[src/rtl/uart_tx_sched.sv]
// uart_tx_sched: shares one uart_tx transmitter among N_REQ byte producers.
// Each grant runs one full frame: latch the byte, pulse update for two
// cycles, wait for busy to rise (with timeout), wait for busy to fall, ack.
// Optional build macro UART_TX_SCHED_FIXED_PRIO_EN: when defined, the search
// for the next requester always starts at bit 0 (fixed priority); when
// undefined, a round-robin pointer starts the search after the last owner.
module uart_tx_sched #(
   parameter int N_REQ        = 4,
   parameter int GAP_CYCLES   = 16,
   parameter int BUSY_TIMEOUT = 31
) (
   input  logic               clk,
   input  logic               rst_n,
   input  logic [N_REQ-1:0]   req,
   input  logic [8*N_REQ-1:0] req_data,
   output logic [N_REQ-1:0]   ack,
   output logic [N_REQ-1:0]   grant,
   output logic [7:0]         tx_data,
   output logic               tx_update,
   input  logic               tx_busy,
   output logic               active,
   output logic               err
);

   localparam int PTR_W   = (N_REQ > 1) ? $clog2(N_REQ) : 1;
   localparam int CNT_MAX = (GAP_CYCLES > BUSY_TIMEOUT) ? GAP_CYCLES : BUSY_TIMEOUT;
   localparam int CNT_W   = $clog2(CNT_MAX + 1);

   typedef enum logic [2:0] {
      S_IDLE,
      S_LOAD,
      S_HOLD,
      S_WAIT_BUSY,
      S_WAIT_DONE,
      S_GAP
   } state_t;

   state_t             state_q, state_d;
   logic [N_REQ-1:0]   grant_q, grant_d;
   logic [N_REQ-1:0]   ack_q, ack_d;
   logic [7:0]         data_q, data_d;
   logic               err_q, err_d;
   logic [CNT_W-1:0]   cnt_q, cnt_d;
   logic [PTR_W-1:0]   start_ptr;
   logic [N_REQ-1:0]   sel;

   // First set request bit at or after 'start', wrapping modulo N_REQ.
   function automatic logic [N_REQ-1:0] pick(input logic [N_REQ-1:0] r,
                                              input logic [PTR_W-1:0] start);
      logic [N_REQ-1:0] g;
      int j;
      g = '0;
      for (int k = N_REQ - 1; k >= 0; k--) begin
         j = (int'(start) + k) % N_REQ;
         if (r[j]) begin
            g    = '0;
            g[j] = 1'b1;
         end
      end
      return g;
   endfunction

   // Byte lane selected by a one-hot owner vector.
   function automatic logic [7:0] lane(input logic [N_REQ-1:0] g,
                                       input logic [8*N_REQ-1:0] d);
      logic [7:0] b;
      b = '0;
      for (int i = 0; i < N_REQ; i++) begin
         if (g[i]) b = b | d[8*i +: 8];
      end
      return b;
   endfunction

`ifdef UART_TX_SCHED_FIXED_PRIO_EN
   assign start_ptr = '0;
`else
   logic [PTR_W-1:0] ptr_q, ptr_d;

   // Pointer value that follows a one-hot owner: (owner + 1) mod N_REQ.
   function automatic logic [PTR_W-1:0] next_ptr(input logic [N_REQ-1:0] g);
      logic [PTR_W-1:0] p;
      p = '0;
      for (int i = 0; i < N_REQ; i++) begin
         if (g[i]) p = PTR_W'((i + 1) % N_REQ);
      end
      return p;
   endfunction

   assign start_ptr = ptr_q;

   // Round-robin pointer register.
   always_ff @(posedge clk or negedge rst_n) begin
      if (!rst_n) ptr_q <= '0;
      else        ptr_q <= ptr_d;
   end
`endif

   assign sel = pick(req, start_ptr);

   // Next-state and registered-output logic of the frame sequencer.
   always_comb begin
      state_d = state_q;
      grant_d = grant_q;
      data_d  = data_q;
      ack_d   = '0;
      err_d   = 1'b0;
      cnt_d   = cnt_q;
`ifndef UART_TX_SCHED_FIXED_PRIO_EN
      ptr_d   = ptr_q;
`endif
      case (state_q)
         S_IDLE: begin
            cnt_d = '0;
            // The ack cycle is dead so a requester can drop req after ack
            // without being regranted.
            if ((|req) && (ack_q == '0)) begin
               grant_d = sel;
               data_d  = lane(sel, req_data);
               state_d = S_LOAD;
            end
         end
         S_LOAD: state_d = S_HOLD;
         S_HOLD: begin
            cnt_d   = '0;
            state_d = S_WAIT_BUSY;
         end
         S_WAIT_BUSY: begin
            if (tx_busy) begin
               state_d = S_WAIT_DONE;
            end else if (cnt_q == CNT_W'(BUSY_TIMEOUT - 1)) begin
               // Transmitter never started: flag it and retry from IDLE with
               // the pointer untouched so the same requester wins again.
               err_d   = 1'b1;
               grant_d = '0;
               state_d = S_IDLE;
            end else begin
               cnt_d = cnt_q + 1'b1;
            end
         end
         S_WAIT_DONE: begin
            if (!tx_busy) begin
               ack_d   = grant_q;
               grant_d = '0;
               cnt_d   = '0;
`ifndef UART_TX_SCHED_FIXED_PRIO_EN
               ptr_d   = next_ptr(grant_q);
`endif
               state_d = (GAP_CYCLES == 0) ? S_IDLE : S_GAP;
            end
         end
         S_GAP: begin
            if (cnt_q == CNT_W'(GAP_CYCLES)) state_d = S_IDLE;
            else                             cnt_d   = cnt_q + 1'b1;
         end
         default: state_d = S_IDLE;
      endcase
   end

   // State, owner, byte, pulse and counter registers.
   always_ff @(posedge clk or negedge rst_n) begin
      if (!rst_n) begin
         state_q <= S_IDLE;
         grant_q <= '0;
         ack_q   <= '0;
         data_q  <= '0;
         err_q   <= 1'b0;
         cnt_q   <= '0;
      end else begin
         state_q <= state_d;
         grant_q <= grant_d;
         ack_q   <= ack_d;
         data_q  <= data_d;
         err_q   <= err_d;
         cnt_q   <= cnt_d;
      end
   end

   assign ack       = ack_q;
   assign grant     = grant_q;
   assign tx_data   = data_q;
   assign err       = err_q;
   assign tx_update = (state_q == S_LOAD) || (state_q == S_HOLD);
   assign active    = (state_q != S_IDLE);

endmodule

[config.mk]
export PLATFORM = sky130hd
export DESIGN_NAME = uart_tx_sched
export DESIGN_NICKNAME = d
export VERILOG_FILES = /design/src/rtl/uart_tx_sched.sv
export SDC_FILE = /design/constraint.sdc
export NUM_CORES = 1
export LEC_CHECK = 0
export CAP_MARGIN = 20
export CORE_MARGIN = 3
export CORE_UTILIZATION = 43
export CTS_CLUSTER_SIZE = 25
export DETAILED_ROUTE_END_ITERATION = 16
export PLACE_DENSITY = 0.88
export SLEW_MARGIN = 20
export SYNTH_ARGS = -nofsm -noshare
export SYNTH_HDL_FRONTEND = slang
export SYNTH_SLANG_ARGS = --single-unit
[constraint.sdc]
create_clock -name clk -period 2.6 [get_ports clk]
set_input_delay 0.39 -clock clk [delete_from_list [all_inputs] [get_ports clk]]
set_output_delay 0.39 -clock clk [all_outputs]
set_load 0.03 [all_outputs]
==> out/results.tsv, run 1 <==
stage	metric	value	unit
run_status	status	finished, final reports clean	
cells_and_area	layout cells sized above 1	10.00	%
floorplanning	effective utilization at floorplan	45.32	%
setup_path	CP max FO	8	
place	IO buf count	57	
timing	Fmax achieved	408.5	MHz
setup_path	Setup CP Type	reg2reg	
clock_tree	# hold bufs at CTS	0	
timing	final hold viol count	0	
clock_tree	Bufs on Longest Clock Path	2	
synth	syn_nets	267	
drt	DRC	0	
timing	Tcrit/Tclk final	94.16	%
timing	Final min period	2.448	ns
drt	Via density	6.093	
drt	routed len/inst	16.56	um
clock_tree	clock sinks	27	
pwr	Design Power	0.003252	W
clock_tree	H-Tree Depth	1	
cells_and_area	n_diodes	0	
place	placed cells	328	
synth	Netlist Area Pre-Place	0.002001	mm2
setup_path	endpoint class of the critical path	register	
floorplanning	Die Span X	74.21	um
clock_tree	Gates resized, CTS repair	0	
pwr	worst vdd ir	0.4787	mV
clock_tree	CTS Root Cell	clkbuf_8	
pwr	Power Density	1194	mW/mm2
timing	Setup-failing EPs final	0	
floorplanning	die height	74.21	um
timing	Slew Viols, Final	0	
synth	register bit total from synthesis	27	
global_route	Overflow after GRT	0	
drt	final WL	5.497	mm
place	HPWL Detailed	4.021	mm
floorplanning	Die Area	0.005507	mm2
timing	RSZ-0062 raised after global routing	false	
floorplanning	I/O pin count	58	
timing	Rel. slew slack	54.63	%
global_route	vias in the first global route	1878	
drt	Vias	2023	
setup_path	CP cell instances	inv_1 -> ha_1 -> mux4_2 -> a31o_1 -> a221oi_1 -> o31ai_1 -> a22o_1	
global_route	pin count of the biggest net entering global routing	28	
floorplanning	row count	24	
floorplanning	Core Region	0.004414	mm2
flow_run	Max-Cap Viols	0	
clock_tree	register clock-pin slew on the reported worst setup and hold paths	0.10	ns
synth	Synth warnings	0	
global_route	gr usage total	19.85	%
cells_and_area	Finished Core Util	61.71	%
drt	Final ANT Viol Nets	0	
setup_path	Req. time, crit path	2.77	ns
drt	Initial DRC Count	276	
setup_path	CP peak stage delay	0.42	ns
place	global placer's final weighted congestion	0.8900	
drt	drt pass-1 iters	8	
synth	Top FF cell, synth	dfrtp_1	
cells_and_area	area grow syn2layout	36.15	%
global_route	first-pass GRT wire length	8.742	mm
clock_tree	clk_lat worst skew	0.27	ns
timing	Hold Slack	0.4810	ns
clock_tree	CTS Buf Count	3	
synth	post-synthesis sequential area ratio	33.77	%
worst_hold_path	worst hold-check path type	in2async	
setup_path	Critical Path AT	2.62	ns
clock_tree	Post-CTS Setup Inserts	0	
setup_path	Critical Path Slowest Stage Cell	mux4_2	
global_route	initial antenna violation count	0	
synth	Mapped Avg Cell Area	9.220	um2
timing	clk_skew	0.004441	ns
setup_path	Startpoint Class	register	
timing	Slew @ Worst Pin	0.6806	ns
synth	fraction of registers with async set/reset	100.0	%
synth	EDFF count, synth	0	
clock_tree	CTS tree	built	
synth	Cells after Synth	217	
cells_and_area	post-layout net count	331	
cells_and_area	Non-Filler Instances	332	
pwr	Leak Pwr	1.079	nW
synth	post-synth cell types	46	
-- Yosys cell counts, types with 2 or more instances --
library cell / n / area share [%]
a311oi_4: 3 / 3.9
o21ai_0: 17 / 4.3
o22ai_1: 2 / 0.63
o2111ai_1: 2 / 0.88
a31oi_1: 12 / 3.8
clkbuf_1: 5 / 0.94
nand2b_1: 2 / 0.63
nand3_1: 2 / 0.50
inv_1: 8 / 1.5
nor2b_1: 5 / 1.6
o2bb2ai_1: 3 / 1.3
mux2i_1: 3 / 1.5
o211ai_1: 2 / 0.75
a22o_1: 5 / 2.2
nor2_1: 23 / 4.3
a22oi_1: 7 / 2.6
or3_1: 3 / 0.94
a221oi_1: 5 / 2.2
dfrtp_1: 27 / 34
mux2_4: 3 / 2.3
xor2_1: 3 / 1.3
a21oi_1: 13 / 3.3
nor3_1: 3 / 0.75
and2_1: 4 / 1.3
buf_2: 2 / 0.50
nand4_1: 3 / 0.94
a222oi_1: 4 / 2.0
ha_1: 11 / 6.9
nand2_1: 18 / 3.4
-- critical path: cells and delay by family (launching register included) --
family	cells	cell delay, ns
flops	1	0.36
buf+inv	1	0.06
mux	1	0.42
compound gates	4	1.14
fa+ha+maj	1	0.37
-- final cells by class --
type | count | area, um2
clock buffer | 3 | 41.29
clock inverter | 1 | 7.507
fill | 350 | 1690
inverter | 8 | 30.03
multi-input combinational | 173 | 1251
sequential | 27 | 675.6
tap | 52 | 65.06
timing repair buffer | 68 | 653.1
-- cells by family (layout without fill, tap and decap cells) --
kind of cell | after synthesis | in the layout | synth area share (%)
AOI/OAI and AO/OA | 82 | 82 | 31.21
xor gates and xnor gates | 4 | 4 | 1.751
adders and majority gates | 11 | 11 | 6.879
buffers and inverters | 17 | 80 | 3.690
DFF | 27 | 27 | 33.77
muxes | 8 | 8 | 6.003
and+or+nand+nor | 68 | 68 | 16.70
-- state kept, by name (all words and copies together), names as in the netlist --
| signal | count |
|---|---|
| tx_data | 8 |
| ack | 4 |
| cnt_q | 5 |
| grant | 4 |
| state_q | 3 |
| ptr_q | 2 |
| err | 1 |
-- final timing paths --
check / endpoint / depth (start not counted) / slack, ns / from
worst min-delay path: err$_DFF_PN0_ / 2 / 0.48 / rst_n
min in group clk: tx_data[0]$_DFFE_PN0P_ / 2 / 0.56 / tx_data[0]$_DFFE_PN0P_
worst max-delay path: grant[1]$_DFFE_PN0P_ / 7 / 0.15 / ptr_q[0]$_DFFE_PN0P_
max in group asynchronous: grant[1]$_DFFE_PN0P_ / 2 / 1.86 / rst_n
worst max register to register: grant[1]$_DFFE_PN0P_ / 7 / 0.15 / ptr_q[0]$_DFFE_PN0P_
worst min register to register: tx_data[0]$_DFFE_PN0P_ / 2 / 0.56 / tx_data[0]$_DFFE_PN0P_
-- layout by cell type (no fill, tap or decap), drive strengths merged, types with 4 or more instances in the layout --
cell type,instances
a21oi,13
nor2,23
buf,11
dfrtp,27
nor2b,6
a22o,5
a31oi,12
inv,8
a221oi,6
and2,4
ha,11
clkdlybuf4s50,57
a22oi,7
nand2,18
o21ai,18
a222oi,4
nor3,4
mux2i,4
-- per-layer routing --
metal | global-route usage, % | routed length (um) | up-vias
met5 | 0 | 0 | -
met4 | 4.743 | 111 | 0
met3 | 3.378 | 554 | 14
met2 | 31.20 | 2420 | 105
met1 | 28.64 | 2410 | 952
li1 | - | - | 952
-- stage by stage --
stage | area, um2 | TNS (ns) | worst slack [ns]
after global routing | 2724 | 0 | 0.1002
after CTS | 2724 | 0 | 0.2132
after floorplan | 2001 | 0 | 0.1893
after global placement | 2675 | 0 | 0.02954
final | 2724 | 0 | 0.1517
after detailed placement | 2675 | -0.02739 | -0.02739
-- where the power goes --
group / internal [W] / switching (W)
Combinational: 0.000981 / 0.00131
Clock: 0.000109 / 0.000137
Sequential: 0.000562 / 0.000148
Total: 0.00165 / 0.00160
No activity file was read; power rests on OpenSTA's default activity.
==> run 2: changes to the inputs <==
CORE_UTILIZATION = 45   (was 43)
DONT_BUFFER_PORTS = 1   (was unset)
HOLD_SLACK_MARGIN = 0.12   (was unset)
PLACE_DENSITY = 0.74   (was 0.88)
==> out/results.tsv, run 2 (synthesis results as in run 1) <==
stage	metric	value	unit
run_status	status	finished, final reports clean	
place	global placer's final weighted congestion	0.8156	
drt	Via density	6.604	
pwr	Leak Pwr	0.8466	nW
cells_and_area	post-layout net count	271	
place	IO buf count	0	
drt	Vias	1783	
setup_path	CP peak stage delay	0.41	ns
setup_path	Req. time, crit path	2.78	ns
floorplanning	die height	72.68	um
place	pre-CTS WS	0.2899	ns
drt	drt pass-1 iters	6	
setup_path	worst reg2reg setup slack	0.26	ns
cells_and_area	most frequent cells in the layout	dfrtp_1 (27), nor2_1 (23), nand2_1 (18)	
global_route	first-pass GRT wire length	8.397	mm
timing	Slew Viols, Final	0	
clock_tree	clk_lat worst skew	0.28	ns
setup_path	Critical Path Slowest Stage Cell	mux4_2	
setup_path	Reg2Reg Capture Point	grant[1]$_DFFE_PN0P_	
timing	Tcrit/Tclk final	89.81	%
worst_hold_path	worst hold path endpoint	err$_DFF_PN0_	
timing	Rel. slew slack	53.69	%
clock_tree	Post-CTS Setup Inserts	0	
setup_path	Startpoint Class	register	
worst_hold_path	worst hold-check path type	in2reg	
worst_hold_path	HP Start	tx_busy	
cells_and_area	layout cells sized above 1	10.91	%
floorplanning	I/O pin count	58	
drt	final WL	5.007	mm
floorplanning	Core Region	0.004144	mm2
place	HPWL Detailed	3.743	mm
timing	setup TNS	0	ns
drt	DRC	0	
timing	Slew @ Worst Pin	0.6883	ns
pwr	Power Density	1363	mW/mm2
global_route	vias in the first global route	1729	
setup_path	reg-to-reg startpoint	ptr_q[0]$_DFFE_PN0P_	
timing	clk_skew	0.007312	ns
drt	routed len/inst	18.54	um
clock_tree	CTS tree	built	
timing	final hold viol count	0	
setup_path	Setup CP Type	reg2reg	
drt	Final ANT Viol Nets	0	
timing	Fmax achieved	428.3	MHz
global_route	Overflow after GRT	0	
timing	Final min period	2.335	ns
clock_tree	H-Tree Depth	1	
global_route	initial antenna violation count	0	
clock_tree	Bufs on Longest Clock Path	2	
timing	Setup-failing EPs final	0	
cells_and_area	commonest non-fill, non-tap cell in the layout	dfrtp_1	
clock_tree	clock sinks	27	
setup_path	CP cell instances	inv_1 -> ha_1 -> mux4_2 -> a31o_1 -> a221oi_1 -> o31ai_1 -> a22o_1	
floorplanning	row count	23	
floorplanning	Die Span X	72.68	um
floorplanning	Die Area	0.005282	mm2
clock_tree	register clock-pin slew on the reported worst setup and hold paths	0.10	ns
flow_run	Max-Cap Viols	0	
timing	setup ws final	0.2650	ns
setup_path	CP max FO	8	
cells_and_area	n_diodes	0	
worst_hold_path	hold path cells	1	
timing	RSZ-0062 raised after global routing	false	
pwr	worst vdd ir	0.6532	mV
cells_and_area	# fillers	391	
cells_and_area	area grow syn2layout	7.130	%
clock_tree	CTS Root Cell	clkbuf_8	
floorplanning	effective utilization at floorplan	48.28	%
cells_and_area	max FFs per register	8	
global_route	pin count of the biggest net entering global routing	28	
setup_path	R2R depth	7	
setup_path	Critical Path AT	2.51	ns
clock_tree	CTS Buf Count	3	
drt	Initial DRC Count	182	
global_route	gr usage total	19.63	%
setup_path	endpoint class of the critical path	register	
-- run 2: cell types whose count changed in the layout (fill, tap and decap cells not counted) --
cell	before	now
buf_4	11	6
buf_12	0	1
clkdlybuf4s50_1	57	0
dlygate4sd3_1	0	1
-- run 2: critical path: cells and delay by family, from the launching register on --
kind / cells / cell delay (ns)
flops: 1 / 0.35
buf+inv: 1 / 0.06
fa+ha+maj: 1 / 0.36
compound gates: 4 / 1.06
mux: 1 / 0.41
-- run 2: worst max path at each step --
stage | startpoint | endpoint | slack [ns] | cells past startpoint
floorplan | ptr_q[1]$_DFFE_PN0P_ | grant[1]$_DFFE_PN0P_ | 0.19 | 8
global placement | ptr_q[0]$_DFFE_PN0P_ | grant[1]$_DFFE_PN0P_ | 0.35 | 6
detailed placement | ptr_q[0]$_DFFE_PN0P_ | tx_data[7]$_DFFE_PN0P_ | 0.29 | 8
CTS | ptr_q[0]$_DFFE_PN0P_ | tx_data[7]$_DFFE_PN0P_ | 0.27 | 8
global route | ptr_q[1]$_DFFE_PN0P_ | tx_data[1]$_DFFE_PN0P_ | 0.03 | 8
finish | ptr_q[0]$_DFFE_PN0P_ | grant[1]$_DFFE_PN0P_ | 0.26 | 7
-- run 2: area by class of cell --
cell class / instances / area, um2 / area share, %
inverters: 8 / 30.03 / 1.401
well taps: 50 / 62.56 / 2.919
clock buffers: 3 / 41.29 / 1.926
flip-flops and latches: 27 / 675.6 / 31.52
clock inverters: 1 / 7.507 / 0.3503
repair buffers: 8 / 75.07 / 3.503
multi-input cells: 173 / 1251 / 58.38
-- run 2: metal layers --
layer  wire, um  GRT usage, %
met5          0             0
met4         68         5.533
met3        442         5.923
met2       2384         30.26
met1       2112         26.68
-- run 2: through the flow --
| step | instance area (um2) | hold slack (ns) | std cells | utilization (%) | power (W) |
|---|---|---|---|---|---|
| after global routing | 2143 | 0.1538 | 270 | 51.72 | 0.003176 |
| after detailed placement | 2064 | 0.09496 | 264 | 49.82 | 0.002663 |
| after CTS | 2143 | 0.1665 | 270 | 51.72 | 0.002932 |
| after global placement | 2064 | 0.09500 | 264 | 49.82 | 0.002620 |
| final | 2143 | 0.1730 | 270 | 51.72 | 0.002922 |
| after floorplan | 2001 | 0.09441 | 217 | - | 0.002283 |
-- run 2: report_power, final --
part / leakage (nW) / total, W / internal, W / switching (W)
logic: 0.486 / 0.00179 / 0.000716 / 0.00107
clock network: 0.0217 / 0.000249 / 0.000109 / 0.000140
registers: 0.339 / 0.000886 / 0.000559 / 0.000327
total: 0.847 / 0.00292 / 0.00138 / 0.00154
-- run 2: timing repair --
action | 4_1_cts | 5_1_grt
hold endpoints to repair | 27 | 0
hold buffers | 2 | 0
gates resized for setup | 0 | 0
setup endpoints to repair | 0 | 0
